--- src/rtl/iob2axi_burst_ctrl.sv ---
// Splits one transfer request into AXI4 bursts (max 2^AXI_LEN_W beats, no 4 KB crossing)
// and sequences the read/write engines. Define IOB2AXI_ABORT_ON_ERR_EN to stop on the first engine error.
module iob2axi_burst_ctrl #(
  parameter int unsigned AXI_ADDR_W = 32,
  parameter int unsigned AXI_DATA_W = 32,
  parameter int unsigned AXI_LEN_W  = 8,
  parameter int unsigned XFER_LEN_W = 16
) (
  input  logic                  clk,
  input  logic                  rst,
  input  logic                  run,
  input  logic                  direction,
  input  logic [AXI_ADDR_W-1:0] addr,
  input  logic [XFER_LEN_W-1:0] length,
  output logic                  ready,
  output logic                  error,
  output logic                  eng_run_rd,
  output logic                  eng_run_wr,
  output logic [AXI_ADDR_W-1:0] eng_addr,
  output logic [AXI_LEN_W-1:0]  eng_length,
  input  logic                  eng_ready_rd,
  input  logic                  eng_ready_wr,
  input  logic                  eng_error_rd,
  input  logic                  eng_error_wr
);

  localparam int unsigned BYTES = AXI_DATA_W / 8;
  localparam int unsigned LOG2B = $clog2(BYTES);
  localparam int unsigned CW    = (XFER_LEN_W > AXI_LEN_W + 13) ? XFER_LEN_W : AXI_LEN_W + 13;
  localparam logic [AXI_ADDR_W-1:0] ADDR_MASK = ~AXI_ADDR_W'(BYTES - 1);
  localparam logic [AXI_LEN_W:0]    BEATS_ONE = 1;

  typedef enum logic [2:0] {
    S_IDLE,
    S_CALC,
    S_ISSUE,
    S_WAIT_FIRST,
    S_WAIT
  } state_t;

  state_t                  state_q, state_d;
  logic [AXI_ADDR_W-1:0]   cur_addr_q, cur_addr_d;
  logic [XFER_LEN_W-1:0]   remaining_q, remaining_d;
  logic                    dir_q, dir_d;
  logic [AXI_LEN_W:0]      beats_q, beats_d;
  logic [AXI_LEN_W-1:0]    len_q, len_d;
  logic                    err_q, err_d;

  logic [CW-1:0]           to4k, rem_ext, max_ext;
  logic [AXI_LEN_W:0]      beats_calc;
  logic [AXI_ADDR_W-1:0]   step_bytes;
  logic                    sel_ready, sel_err;

  // Selecting the winning operand by full-width compares keeps every bit significant
  // and avoids truncating before the minimum is known.
  always_comb begin
    to4k    = (CW'(4096) - CW'(cur_addr_q[11:0])) >> LOG2B;
    rem_ext = CW'(remaining_q);
    max_ext = CW'(1) << AXI_LEN_W;
    if (rem_ext <= to4k && rem_ext <= max_ext) begin
      beats_calc = rem_ext[AXI_LEN_W:0];
    end else if (to4k <= max_ext) begin
      beats_calc = to4k[AXI_LEN_W:0];
    end else begin
      beats_calc = max_ext[AXI_LEN_W:0];
    end
  end

  assign step_bytes = AXI_ADDR_W'(beats_q) << LOG2B;
  assign sel_ready  = dir_q ? eng_ready_wr : eng_ready_rd;
  assign sel_err    = dir_q ? eng_error_wr : eng_error_rd;

  always_comb begin
    state_d     = state_q;
    cur_addr_d  = cur_addr_q;
    remaining_d = remaining_q;
    dir_d       = dir_q;
    beats_d     = beats_q;
    len_d       = len_q;
    err_d       = err_q;
    case (state_q)
      S_IDLE: begin
        if (run && length != '0) begin
          cur_addr_d  = addr & ADDR_MASK;
          remaining_d = length;
          dir_d       = direction;
          err_d       = 1'b0;
          state_d     = S_CALC;
        end
      end
      S_CALC: begin
        beats_d = beats_calc;
        len_d   = AXI_LEN_W'(beats_calc - BEATS_ONE);
        state_d = S_ISSUE;
      end
      S_ISSUE:      state_d = S_WAIT_FIRST;
      // The engine still reports ready on the cycle right after the pulse.
      S_WAIT_FIRST: state_d = S_WAIT;
      S_WAIT: begin
        if (sel_ready) begin
          err_d       = err_q | sel_err;
          cur_addr_d  = cur_addr_q + step_bytes;
          remaining_d = remaining_q - XFER_LEN_W'(beats_q);
          state_d     = (remaining_d == '0) ? S_IDLE : S_CALC;
`ifdef IOB2AXI_ABORT_ON_ERR_EN
          if (sel_err) state_d = S_IDLE;
`endif
        end
      end
      default: state_d = S_IDLE;
    endcase
  end

  always_ff @(posedge clk) begin
    if (rst) begin
      state_q     <= S_IDLE;
      cur_addr_q  <= '0;
      remaining_q <= '0;
      dir_q       <= 1'b0;
      beats_q     <= '0;
      len_q       <= '0;
      err_q       <= 1'b0;
    end else begin
      state_q     <= state_d;
      cur_addr_q  <= cur_addr_d;
      remaining_q <= remaining_d;
      dir_q       <= dir_d;
      beats_q     <= beats_d;
      len_q       <= len_d;
      err_q       <= err_d;
    end
  end

  assign ready      = (state_q == S_IDLE);
  assign error      = err_q;
  assign eng_run_rd = (state_q == S_ISSUE) && !dir_q;
  assign eng_run_wr = (state_q == S_ISSUE) && dir_q;
  assign eng_addr   = cur_addr_q;
  assign eng_length = len_q;

endmodule
--- config.mk ---
export PLATFORM = sky130hd
export DESIGN_NAME = iob2axi_burst_ctrl
export DESIGN_NICKNAME = d
export VERILOG_FILES = /design/src/rtl/iob2axi_burst_ctrl.sv
export SDC_FILE = /design/constraint.sdc
export NUM_CORES = 1
export LEC_CHECK = 0
export ABC_CLOCK_PERIOD_IN_PS = 6500
export CAP_MARGIN = 15
export CORE_MARGIN = 2
export CORE_UTILIZATION = 45
export DETAILED_ROUTE_END_ITERATION = 7
export PLACE_DENSITY = 0.76
export SYNTH_ARGS = -nofsm -noshare
export SYNTH_HDL_FRONTEND = slang
export SYNTH_SLANG_ARGS = --single-unit
--- constraint.sdc ---
create_clock -name clk -period 6.5 [get_ports clk]
set_clock_uncertainty 0.1 [all_clocks]
set_input_delay 1.3 -clock clk [delete_from_list [all_inputs] [get_ports clk]]
set_output_delay 1.3 -clock clk [all_outputs]
set_load 0.03 [all_outputs]
==> qor.yml <==
yosys-top-cells-area: "dfxtp_1, ha_1, nor2_1"
critPathMaxFanout: 24
grt_pass1_wl_mm: 28.6
io_pins: 100
required_ns: 6.68
post-route-util_pct: 58.1
antenna_found_initial: 1
hp-class: "reg -> reg"
status: "finished clean"
worstSetupPathType: "reg -> reg"
die_height_um: 113
tightest_slew_ns: 1.19
cts_hold_buf: 0
wl_per_cell_um: 19.7
layout_setup_ws_ns: 1.52
max-clock-path-buffers: 2
grt_max_degree: 53
synth_top_area_cell: "dfxtp_1"
dp.cells: 892
drt_iter0_markers: 430
max_freq_ghz: 0.201
async_reset_ff_share_pct: 0
synth.cells.most_frequent: "nor2_1, dfxtp_1, nand2_1, clkbuf_1, o21ai_0"
die_area_mm2: 0.0127
tritoncts: "done"
dp_slack_ns: 1.66
area_delta_synth_final_pct: 25.1
critPathSlowestCell: "o311ai_4"
viasPerCell: 6.44
hold_viol: 0
yosysTopAreaCellShare_pct: 25.6
rsz0062_at_grt: "false"
grt_use_total_pct: 27.8
diodes: 0
slew_headroom_pct: 20.4
start_util_pct: 46.4
leakagePower_nw: 2.49
root_buffer: "clkbuf_16"
yosysMostFrequentCell: "nor2_1"
drive_above_1_share_pct: 5.87
yosysSeqAreaShare_pct: 25.6
drv_slew: 0
maxCapViolations: 0
cp_data_arrival_time_ns: 5.15
grt_pass1_vias: 5662
ant_nets: 0
fin_setup_tns_ns: 0
cts_resized: 0
report.final.setup_viol: 0
start_kind: "flip-flop"
grt-ovfl-total: 0
synth_ff_type: "dfxtp_1"
crit_path_end_kind: "flip-flop"
yosys_register_bits: 68
worstSkewPairLatency_ns: 0.34
path_clk_slew_ns: 0.06
worst_hold_slack_ns: 0.358
fp-row-count: 39
critPathBufInv: 3
cts_setup_buffers: 0
n_fill_cell: 1058
drt-total-wl_mm: 17.9
fin_total_pwr_mw: 1.95
worstPathCellList: "inv_1 > ha_1 > inv_1 > nor3_1 > xnor2_1 > inv_1 > ha_1 > nand4_1 > a21oi_1 > o21ai_0 > o311ai_4 > a31oi_1 > ha_1 > a2111oi_0 > a311o_1"
numPortBuffers: 95
num-nets-final: 850
drt-pass1-iter-count: 5
drc: 0
path_delay_family: "compound AO/OA/AOI/OAI gates"
fin_cells: 909
dpl_cell_area_mm2: 0.00629
cp_slowest_stage_delay_ns: 1.04
hpwl_mm: 12.8
syn-cell-area_mm2: 0.00532
yosysUniqueCellTypes: 70
numCtsBuffers: 9
ir_worst_vdd_mv: 0.178
synthesis.instances: 695
chipWidth_um: 113
vias: 5855
avgSynthCellArea_um2: 7.66
coreArea_mm2: 0.0115
gp_congestion: 1.01
synth_edf_count: 0
fin_crit_sh_pct: 76.5
clock-sinks: 68
p_per_area_mw_per_mm2: 292
cts_max_level: 3
period_minus_slack_ns: 4.98
fin_area_mm2: 0.00666
yosysWarnings: 0
layer usage:
metal  GRT usage (%)  routed length [µm]  vias up
met1            35.0                7590     2747
met5               0                  12        -
met3            5.14                1200       65
met4            15.5                 814        2
li1                -                   -     2767
met2            45.0                8260      274
registers in the layout, summed over array words and instances (netlist names):
signal       flops
eng_length       8
remaining_q     16
dir_q            1
error            1
eng_addr        30
beats_q          9
state_q          3
cell type report:
type / instances / area (µm²) / share of cell area, %
clock inverters: 6 / 136 / 2.05
multi-input cells: 544 / 3610 / 54.2
well taps: 143 / 179 / 2.69
inverters: 34 / 128 / 1.92
clock buffers: 10 / 229 / 3.44
flip-flops and latches: 68 / 1360 / 20.4
repair buffers: 104 / 1010 / 15.2
cells by family (layout without fill, tap and decap cells):
group | Yosys count | after routing | synth area share, %
AO/OA/AOI/OAI | 216 | 216 | 29.1
XOR/XNOR | 18 | 18 | 2.96
adder cells (fa/ha/maj) | 33 | 33 | 8.04
buffers and inverters | 84 | 154 | 6.72
flip-flops | 68 | 68 | 25.6
multiplexers | 12 | 12 | 2.30
other | 1 | 2 | 0.0705
AND/OR/NAND/NOR | 263 | 263 | 25.2
where the power goes:
group	total, mW	internal [mW]	switching, mW
Sequential	0.556	0.469	0.0870
Clock	0.611	0.415	0.196
Combinational	0.779	0.321	0.459
placed cells by master (no fill, tap or decap), drive strengths merged, types with 17 or more instances in the layout:
cell type      count
a211oi            34
a21oi             33
a311oi            22
a31oi             17
and3              21
clkdlybuf4s50     94
dfxtp             68
ha                31
inv               34
nand2             48
nor2              75
nor3              26
nor4              17
o21ai             39
final timing paths:
path                      start  slack, ns  depth (start not counted)            end
setup / recovery    eng_addr[2]       1.52                         15  eng_length[6]
hold / removal    eng_length[2]       0.36                          2  eng_length[2]
setup reg to reg    eng_addr[2]       1.52                         15  eng_length[6]
hold reg to reg   eng_length[2]       0.36                          2  eng_length[2]
tightest hold or removal path, cell delays in order, from the launching register on:
cell     delay, ns
dfxtp_1       0.31
nand2_1       0.05
a21oi_1       0.05
(Power assumes the default switching activity.)
